File: config.mk
export PLATFORM = sky130hd
export DESIGN_NAME = ram_burst_master
export DESIGN_NICKNAME = d
export VERILOG_FILES = /design/src/rtl/ram_burst_master_pkg.sv /design/src/rtl/ram_burst_master.sv
export SDC_FILE = /design/constraint.sdc
export NUM_CORES = 1
export LEC_CHECK = 0
export CAP_MARGIN = 15
export CORE_MARGIN = 2
export CORE_UTILIZATION = 30
export CTS_CLUSTER_SIZE = 8
export DETAILED_ROUTE_END_ITERATION = 10
export PLACE_DENSITY_LB_ADDON = 0.25
export RECOVER_POWER = 25
export SLEW_MARGIN = 10
export SYNTH_ARGS = -nofsm -noshare
export SYNTH_HDL_FRONTEND = slang
export SYNTH_SLANG_ARGS = --single-unit
File: constraint.sdc
create_clock -name clk_100M -period 2.02 [get_ports clk_100M]
set_input_delay 0.303 -clock clk_100M [delete_from_list [all_inputs] [get_ports clk_100M]]
set_output_delay 0.303 -clock clk_100M [all_outputs]
set_load 0.1 [all_outputs]
File: src/rtl/ram_burst_master_pkg.sv
`default_nettype none
// ============================================================================
//  Module   : ram_burst_master_pkg
//  Purpose  : Shared CPU package. Holds the burst-master state encoding and
//             the address-map constants used when stepping through the
//             unified instruction/data RAM.
//  Ports    : none (package)
//  Revision : 1.0  initial release
// ============================================================================
package ram_burst_master_pkg;

    // Flat byte-address map of the unified RAM port.
    localparam int          ADDR_W     = 32;
    localparam int          DATA_W     = 32;
    localparam logic [31:0] WORD_BYTES = 32'd4;

    typedef enum logic [1:0] {
        IDLE   = 2'd0,
        WRITE  = 2'd1,
        READ   = 2'd2,
        FINISH = 2'd3
    } burst_state_t;

    // Next word address; wraps modulo 2^32 (0xFFFF_FFFC -> 0x0000_0000).
    function automatic logic [ADDR_W-1:0] next_word_addr(input logic [ADDR_W-1:0] a);
        return a + WORD_BYTES;
    endfunction

endpackage : ram_burst_master_pkg
`default_nettype wire

File: src/rtl/ram_burst_master.sv
`default_nettype none
// ============================================================================
//  Module   : ram_burst_master
//  Purpose  : Burst initiator for the unified RAM main port. Accepts one
//             command (base, count, direction); write bursts drain an inbound
//             valid/ready stream into the RAM, read bursts return RAM words on
//             an outbound valid/ready stream through a one-entry register.
//  Ports    : clk_100M, rst_n (async, active low), clk_en
//             cmd_start/cmd_write/cmd_addr/cmd_count  - command
//             busy/done/err                           - status
//             in_data/in_valid/in_ready               - write stream
//             out_data/out_valid/out_ready            - read stream
//             mem_addr/mem_wr_en/mem_w_data/mem_r_data - RAM port
//  Revision : 1.0  initial release
// ============================================================================
module ram_burst_master
    import ram_burst_master_pkg::*;
#(
    parameter int CNT_W = 16
) (
    input  logic              clk_100M,
    input  logic              rst_n,
    input  logic              clk_en,
    input  logic              cmd_start,
    input  logic              cmd_write,
    input  logic [31:0]       cmd_addr,
    input  logic [CNT_W-1:0]  cmd_count,
    output logic              busy,
    output logic              done,
    output logic              err,
    input  logic [31:0]       in_data,
    input  logic              in_valid,
    output logic              in_ready,
    output logic [31:0]       out_data,
    output logic              out_valid,
    input  logic              out_ready,
    output logic [31:0]       mem_addr,
    output logic              mem_wr_en,
    output logic [31:0]       mem_w_data,
    input  logic [31:0]       mem_r_data
);

    burst_state_t       state_q,     state_d;
    logic [ADDR_W-1:0]  cur_addr_q,  cur_addr_d;
    logic [CNT_W-1:0]   remaining_q, remaining_d;
    logic [DATA_W-1:0]  out_data_q,  out_data_d;
    logic               out_valid_q, out_valid_d;
    logic               err_q,       err_d;

    always_ff @(posedge clk_100M or negedge rst_n) begin
        if (!rst_n) begin
            state_q     <= IDLE;
            cur_addr_q  <= '0;
            remaining_q <= '0;
            out_data_q  <= '0;
            out_valid_q <= 1'b0;
            err_q       <= 1'b0;
        end else begin
            state_q     <= state_d;
            cur_addr_q  <= cur_addr_d;
            remaining_q <= remaining_d;
            out_data_q  <= out_data_d;
            out_valid_q <= out_valid_d;
            err_q       <= err_d;
        end
    end

    always_comb begin
        state_d     = state_q;
        cur_addr_d  = cur_addr_q;
        remaining_d = remaining_q;
        out_data_d  = out_data_q;
        out_valid_d = out_valid_q;
        err_d       = 1'b0;
        in_ready    = 1'b0;
        mem_wr_en   = 1'b0;
        done        = 1'b0;

        case (state_q)
            IDLE: begin
                if (cmd_start) begin
                    if (cmd_addr[1:0] != 2'b00) begin
                        err_d = 1'b1;
                    end else if (cmd_count == '0) begin
                        state_d = FINISH;
                    end else begin
                        cur_addr_d  = cmd_addr;
                        remaining_d = cmd_count;
                        state_d     = cmd_write ? WRITE : READ;
                    end
                end
            end

            WRITE: begin
                // clk_en gates the handshake so a word is only consumed on a
                // cycle where the RAM actually commits it.
                in_ready  = clk_en;
                mem_wr_en = in_valid & clk_en;
                if (in_valid && clk_en) begin
                    cur_addr_d  = next_word_addr(cur_addr_q);
                    remaining_d = remaining_q - CNT_W'(1);
                    if (remaining_q == CNT_W'(1)) begin
                        state_d = FINISH;
                    end
                end
            end

            READ: begin
                // Refill the output register whenever it is empty or being
                // drained this cycle, giving one word per cycle at full rate.
                if ((remaining_q != '0) && (!out_valid_q || out_ready)) begin
                    out_data_d  = mem_r_data;
                    out_valid_d = 1'b1;
                    cur_addr_d  = next_word_addr(cur_addr_q);
                    remaining_d = remaining_q - CNT_W'(1);
                end else if (out_valid_q && out_ready) begin
                    out_valid_d = 1'b0;
                end
                if (out_valid_q && out_ready && (remaining_q == '0)) begin
                    state_d = FINISH;
                end
            end

            FINISH: begin
                done    = 1'b1;
                state_d = IDLE;
            end

            default: begin
                state_d = IDLE;
            end
        endcase
    end

    assign busy       = (state_q != IDLE);
    assign err        = err_q;
    assign out_data   = out_data_q;
    assign out_valid  = out_valid_q;
    assign mem_addr   = cur_addr_q;
    assign mem_w_data = in_data;

endmodule : ram_burst_master
`default_nettype wire

### Word-level counts from Yosys, hierarchy flattened

Index checks and enable logic that the tools add are counted.

* add/sub/neg operators: 2
* equality and inequality tests: 11
* mux-type cells: 28
* bitwise operators: 1
* reduce and logical (&&, ||, !) cells: 18

Operator list (count)
* 32-bit 2-to-1 mux: 5
* 32-bit case mux with 3 select lines: 1
* 16-bit 2-to-1 mux: 5
* 16-bit case mux with 3 select lines: 1
* 32-bit by 3-bit adder with 32-bit output (second input constant): 1
* 16-bit zero test: 2
* 16-bit by 1-bit equality test with 1-bit output (second input constant): 1
* 16-bit nonzero test: 1
* 16-bit by 1-bit subtractor with 16-bit output (second input constant): 1
* 2-bit 2-to-1 mux: 7
* 2-bit != test (second input constant): 7
* 1-bit 2-to-1 mux: 8
* 2-bit case mux with 4 select lines: 1
* 6-bit AND reduction: 1
* 2-bit nonzero test: 3
* 5-bit AND reduction: 1
* 2-bit equality test (second input constant): 2
* 1-bit logical AND: 4
* 2-bit AND reduction: 2
* 3-bit nonzero test: 1
* 2-bit by 1-bit equality test with 1-bit output (second input constant): 1
* 2-bit zero test: 1
* 1-bit bitwise AND: 1
* 1-bit zero test: 1
* 1-bit logical OR: 1

* register bits: 84
* output and inout bits: 102
* logic and storage cells: 66

### Longest topological paths before layout

Gate-level depths: netlist of the first run.

* depth after elaboration: 5
* mapped depth: 11

### Worst setup path before layout of the first run

Ideal clock, no wire load.

* path type: register to register
* from: register cur_addr_q[10] (netlist: mem_addr[10])
* to: register cur_addr_q[31] (netlist: mem_addr[31])
* data arrival time: 2.617 ns
* data required time: 1.943 ns
* setup slack: -0.673 ns
* stages on the path, launching flop included: 8
* buffers on the path: 1
* clock period less this slack: 2.693 ns
* cells stage by stage: dfrtp_1 buf_2 nand4_1 nor4_2 nand2_1 or4_1 o21a_1 o21ai_1

* word-level cells in the longest chain between the ends: 3
* elaborated cells between the ends (all ways): 4
* those cells by class: 1 x add/sub; 3 x mux

RTL lines
* start: declaration: line ram_burst_master.sv:44 `logic [ADDR_W-1:0] cur_addr_q, cur_addr_d;`
* start signal: assignment: line ram_burst_master.sv:60 `cur_addr_q <= cur_addr_d;`
* 32-bit by 3-bit adder with 32-bit output *: line ram_burst_master_pkg.sv:26 `return a + WORD_BYTES;`
* 32-bit 2-to-1 mux, on equally long branches: line ram_burst_master.sv:111, ram_burst_master.sv:99
* 32-bit case mux with 3 select lines *: line ram_burst_master.sv:79 `case (state_q)`

Every way passes the cells marked *; elsewhere a longest branch is shown, timed or not. The select of a mux whose other input is x is not followed.
A chain may end at the register's enable or synchronous reset.

### Worst setup path after layout of the first run

* from: register state_q[1]
* to: register remaining_q[4]

* word-level cells in the longest chain between the ends: 3
* elaborated cells between the ends (all ways): 11
* those cells by class: 7 x eq/ne; 1 x mux; 3 x reduce/logical

RTL lines
* start: declaration: line ram_burst_master.sv:43 `burst_state_t state_q, state_d;`
* start signal: assignment: line ram_burst_master.sv:59 `state_q <= state_d;`
* 2-bit equality test, or another cell as far along: line ram_burst_master.sv:79
* 2-bit != test (no line) or 3-bit nonzero test (tied branches)
* 6-bit AND reduction (no line)
* end signal: assignment: line ram_burst_master.sv:61 `remaining_q <= remaining_d;`
* end: declaration: line ram_burst_master.sv:45 `logic [CNT_W-1:0] remaining_q, remaining_d;`

Parallel ways exist; a longest one is shown, timed or not.

==> results of run 1 <==
==> what timing repair did <==
action                                  4_1_cts  5_1_grt
endpoints found under the setup margin       82       82
setup buffers                                10        6
gates cloned                                  2        4
hold endpoints to repair                     41        0
gates resized for setup                      67       72
pin swaps                                    12       21
hold buffers                                  1        0
==> through the flow <==
| step | worst slack, ps | TNS, ps | instances |
|---|---|---|---|
| CTS | -78.79 | -3736 | 940 |
| floorplan | -89.73 | -1087 | 521 |
| global placement | -614.6 | -30490 | 911 |
| finish | -117.3 | -4966 | 949 |
| global route | -208.4 | -11840 | 949 |
| detailed placement | -705.4 | -33630 | 911 |
==> cell usage after synthesis, types with 3 or more instances <==
cell type / number / area (µm²)
and3_1: 5 / 31.28
or3_1: 3 / 18.77
a2bb2oi_1: 15 / 131.4
and2_1: 6 / 37.54
o221a_2: 4 / 45.04
nor3_1: 19 / 95.09
nor4_1: 4 / 25.02
inv_1: 9 / 33.78
o21ai_0: 29 / 145.1
a22oi_1: 6 / 45.04
buf_2: 10 / 50.05
nand3b_1: 3 / 22.52
nand3_1: 29 / 145.1
ha_1: 8 / 100.1
mux2_2: 34 / 382.9
o21ai_1: 4 / 20.02
nand2b_1: 3 / 18.77
a21oi_1: 37 / 185.2
nand4b_1: 6 / 52.55
nor2_1: 24 / 90.09
nand2_1: 64 / 240.2
clkbuf_1: 12 / 45.04
nand4_1: 16 / 100.1
buf_6: 4 / 45.04
o22ai_1: 14 / 87.58
dfrtp_1: 84 / 2102
or2_2: 3 / 18.77
buf_4: 32 / 240.2
==> sequential cells by signal, summed over array words and instances, names as in the netlist <==
register     flops
mem_addr        32
out_data        32
remaining_q     16
state_q          2
err              1
out_valid        1
==> final cells by class <==
type,count,area (µm²),share of cell area
Timing Repair Buffer,254,2384,0.2984
Sequential cell,84,2170,0.2716
Clock inverter,5,61.31,0.007675
Multi-Input combinational cell,370,2826,0.3539
Tap cell,216,270.3,0.03383
Clock buffer,11,242.7,0.03039
Inverter,9,33.78,0.004229
==> logic make-up after synthesis <==
kind of cell / after synthesis
and+or+nand+nor: 202
buffers and inverters: 68
DFF: 84
muxes: 36
adders and majority gates: 8
AOI/OAI and AO/OA: 123
==> worst max-delay path: stages, from the launching register on <==
cell and delay (ps):
dfrtp_1 390, inv_2 100, ha_4 170, nor4b_4 200, nand4_1 150, buf_6 160, o21ai_4 200, or2_4 280
o22ai_1 120, a221o_1 260
==> per-layer routing <==
layer  track usage  vias up
li1              -     2287
met3       0.04282       39
met1        0.2341     2398
met4       0.07246        0
met5             0        -
met2        0.2953      196
==> worst min-delay path by stage <==
stage / start / to / slack (ps) / cells past startpoint
6_report: cmd_start / err / 360 / 2
4_1_cts: cmd_start / err / 340 / 2
3_5_place_dp: rst_n / out_data[17] / 340 / 1
5_1_grt: cmd_start / err / 360 / 2
3_3_place_gp: rst_n / out_data[31] / 320 / 1
2_1_floorplan: rst_n / err / 7 / 0
==> impl_metrics.py, run 1 <==
metrics = {
    "worst_setup_path": {
        "critical_path.startpoint": "state_q[1]",
        "arrival_ps": 2370,
        "start_kind": "flop",
        "reg2regPathDepth": 9,
        "reg2reg_to": "remaining_q[4]",
        "r2r_slack_ps": -120,
        "crit_end": "remaining_q[4]",
        "crit_required_ps": 2250,
        "path_class": "flop to flop",
        "cp-end-kind": "flop",
        "r2r_start": "state_q[1]",
        "crit_path_max_fanout": 6,
    },
    "yosys": {
        "syn_inst": 521,
        "synth-xor-area-share": 0,
        "synth-seq-area-share": 0.4331,
        "yosysWarningCount": 0,
        "synth_top_family_by_area": "simple AND/OR/NAND/NOR gates",
        "avgSynthCellArea_um2": 9.316,
        "ys.flop_type": "dfrtp_1",
        "async_flop_share": 1.000,
        "synth_fa_ha_area_frac": 0.02062,
        "yosysUniqueCellTypes": 52,
        "synth_edf_count": 0,
        "synth_compound_area_frac": 0.1614,
        "synth.mux.area_fraction": 0.08301,
        "yosys.area_share.simple": 0.2155,
        "synthesis.nets": 648,
        "synth_seq_cells": 84,
        "synth_area_um2": 4853,
    },
    "finish": {
        "fin_util": 0.5047,
        "nFillCells": 1416,
        "diodes": 0,
        "layout_commonest_cell": "buf_4",
        "nets": 855,
        "drive_above_1_share": 0.4420,
        "layout_common_cells": "buf_4, clkdlybuf4s50_1, nand2_1, dfrtp_1, mux2_4",
        "area_growth_pct": 64.58,
        "finish.instance_area_um2": 7988,
    },
    "sta": {
        "tightest_slew_ps": 1104,
        "setup_viol": 76,
        "slew_headroom": 0.2639,
        "period_minus_slack_ps": 2137,
        "timing.hold.ws_ps": 358.0,
        "hold_viol": 0,
        "rsz0062_at_grt": "true",
        "max_freq_ghz": 0.4679,
        "slew_viol_final": 0,
        "finClkSkew_ps": 6.365,
        "period_share": 1.058,
        "finalWorstSetupSlack_ps": -117.3,
    },
    "placed_design": {
        "dpl_cell_area_um2": 6935,
        "routabilityCongestion": 0.8477,
        "hpwl_um": 11260,
        "io_buffers": 156,
    },
    "route": {
        "vias": 4920,
        "wirelength_um": 16530,
        "drtPass1Iterations": 4,
        "drc": 0,
        "antenna_left": 0,
        "dr_wl_met2_um": 7792,
        "route.top_layer_used": "met4",
        "wl_met1_um": 7389,
        "wl_met3_um": 931,
        "routed_via_density": 5.184,
        "routedWlPerCell_um": 17.42,
        "drtIter0Drc": 345,
    },
    "clock_tree": {
        "htree_num_levels": 3,
        "clock_sinks": 84,
        "cts_tree": "built",
        "clock_latency_ps": 350,
        "cts_buffers": 9,
        "cts-root-buf": "clkbuf_16",
        "clk_path_buf_depth": 2,
        "clk_pin_slew_ps": 60,
    },
    "global_routing": {
        "grt_pass1_vias": 4971,
        "grt_pass1_wl_um": 25310,
        "grt_max_degree": 86,
        "grt.total_usage": 0.1818,
        "grt-ovfl-total": 0,
        "antenna_found_initial": 0,
    },
    "floorplanning": {
        "io_pins": 221,
        "initial_core_util": 0.3066,
        "rows": 46,
        "die_x_um": 131.2,
        "dieArea_um2": 17210,
        "die_h_um": 131.2,
        "fp.coreArea_um2": 15830,
    },
    "run_status": {
        "status": "finished with violations",
        "violations": "negative setup slack",
    },
    "hold_path": {
        "holdCritPathClass": "input pin to flop",
    },
    "flow_run": {
        "max_cap_violations": 0,
    },
}
Power of run 1 is left out: the tool's default activity adds up to more than one toggle a clock period on the data nets, which glitch-free logic cannot reach.
==> run 2: changes to the inputs <==
--- a/config.mk
+++ b/config.mk
@@ -7,7 +7,7 @@
 export LEC_CHECK = 0
 export CAP_MARGIN = 15
 export CORE_MARGIN = 2
-export CORE_UTILIZATION = 30
+export CORE_UTILIZATION = 38
 export CTS_CLUSTER_SIZE = 8
 export DETAILED_ROUTE_END_ITERATION = 10
 export PLACE_DENSITY_LB_ADDON = 0.25
==> impl_metrics.py, run 2 (synthesis gave the netlist of run 1 again) <==
metrics = {
    "worst_setup_path": {
        "path_class": "flop to flop",
        "critical_path.max_stage_delay_ps": 370,
        "r2r_start": "state_q[1]",
        "r2r_slack_ps": -80,
        "reg2regPathDepth": 12,
        "crit_required_ps": 2280,
        "crit_top_cell": "buf_6",
        "cp-end-kind": "flop",
        "crit_path_max_fanout": 7,
        "worstPathCellList": "inv_2 -> buf_6 -> ha_4 -> a21boi_4 -> a211oi_4 -> o21ai_2 -> buf_6 -> nor2_4 -> buf_8 -> buf_6 -> a21oi_2 -> a21oi_1",
        "critPathSlowestCell": "dfrtp_1",
        "start_kind": "flop",
        "arrival_ps": 2360,
        "reg2reg_to": "mem_addr[22]",
        "crit_end": "mem_addr[22]",
        "critical_path.startpoint": "state_q[1]",
    },
    "floorplanning": {
        "io_pins": 221,
        "die_h_um": 117.0,
        "fp.coreArea_um2": 12570,
        "dieArea_um2": 13690,
        "die_x_um": 117.0,
        "rows": 41,
        "initial_core_util": 0.3862,
    },
    "placed_design": {
        "hpwl_um": 10530,
        "routabilityCongestion": 0.8520,
        "place_ws_ps": -597.3,
        "io_buffers": 156,
    },
    "clock_tree": {
        "clk_pin_slew_ps": 60,
        "cts_tree": "built",
        "cts-root-buf": "clkbuf_16",
        "clk_path_buf_depth": 2,
        "cts_buffers": 9,
        "clock_latency_ps": 340,
        "clock_sinks": 84,
        "htree_num_levels": 3,
    },
    "sta": {
        "hold_viol": 0,
        "slew_headroom": 0.3525,
        "finClkSkew_ps": 4.230,
        "period_minus_slack_ps": 2100,
        "rsz0062_at_grt": "true",
        "timing.hold.ws_ps": 338.8,
        "max_freq_ghz": 0.4762,
        "period_share": 1.040,
        "finalWorstSetupSlack_ps": -80.12,
        "slew_viol_final": 0,
        "tightest_slew_ps": 971.2,
        "setup_viol": 33,
    },
    "flow_run": {
        "max_cap_violations": 0,
    },
    "route": {
        "routedWlPerCell_um": 17.54,
        "drtPass1Iterations": 6,
        "antenna_left": 0,
        "drc": 0,
        "vias": 4871,
        "wirelength_um": 15710,
        "routed_via_density": 5.436,
        "drtIter0Drc": 414,
    },
    "global_routing": {
        "grt_max_degree": 86,
        "grt.total_usage": 0.2189,
        "grt_pass1_wl_um": 23260,
        "grt-ovfl-total": 0,
        "grt_pass1_vias": 4621,
        "antenna_found_initial": 0,
    },
    "finish": {
        "layout_commonest_cell": "buf_4",
        "nets": 846,
        "fin_util": 0.6202,
        "drive_above_1_share": 0.4268,
        "diodes": 0,
        "area_growth_pct": 60.61,
        "layout_common_cells": "buf_4, clkdlybuf4s50_1, nand2_1",
    },
    "run_status": {
        "status": "finished with violations",
        "violations": "negative setup slack",
    },
    "hold_path": {
        "holdCritPathClass": "input pin to flop",
        "hold_path_depth": 2,
    },
}
## run 2: changes by cell type in the layout (fill, tap and decap cells not counted), moves of 6 or more
cell	delta
a2bb2oi_1	-6
a2bb2oi_2	+6
buf_6	-14
nand2_1	+7
nand2_2	-7
## run 2: worst min path at each step
stage,from,end,slack [ps]
finish,cmd_start,err,340
global route,cmd_start,err,340
CTS,cmd_start,err,330
detailed placement,rst_n,mem_addr[18],310
global placement,rst_n,mem_addr[14],300
floorplan,rst_n,err,7
## run 2: cell type report
| class | instances | area [µm²] |
|---|---|---|
| tap | 172 | 215.2 |
| clock inverter | 5 | 27.53 |
| fill | 982 | 4773 |
| inverter | 9 | 33.78 |
| multi-input combinational | 369 | 2828 |
| sequential | 84 | 2170 |
| timing repair buffer | 246 | 2278 |
| clock buffer | 11 | 242.7 |
## run 2: metal layers
layer	vias to the layer above	track usage	share of wire
li1	2281	-	-
met1	2363	0.2854	0.42
met2	204	0.3642	0.49
met3	23	0.04737	0.071
met4	0	0.07137	0.016
met5	-	0	0
## run 2: worst max-delay path, delay by kind of cell, from the launching register on
kind	cells	cell delay, ps
buf+inv	5	610
flops	1	370
fa+ha+maj	1	150
compound gates	5	730
simple gates	1	150
## run 2: timing repair
action                                 in CTS  in global routing
gates cloned                                4                  1
setup buffers                              12                  6
setup endpoints to repair                  78                 76
endpoints found under the hold margin      33                  0
pin swaps                                  13                 12
resized for setup                          69                 61
hold buffers                                1                  0
## run 2: through the flow
step | TNS, ps | area (µm²) | std cells
final | -1350 | 7795 | 896
after global routing | -5922 | 7795 | 896
after CTS | -397.9 | 7571 | 892
after detailed placement | -26220 | 6808 | 859
after global placement | -22670 | 6808 | 859
after floorplan | -1087 | 4985 | 521
Power of run 2 is left out for the same reason.
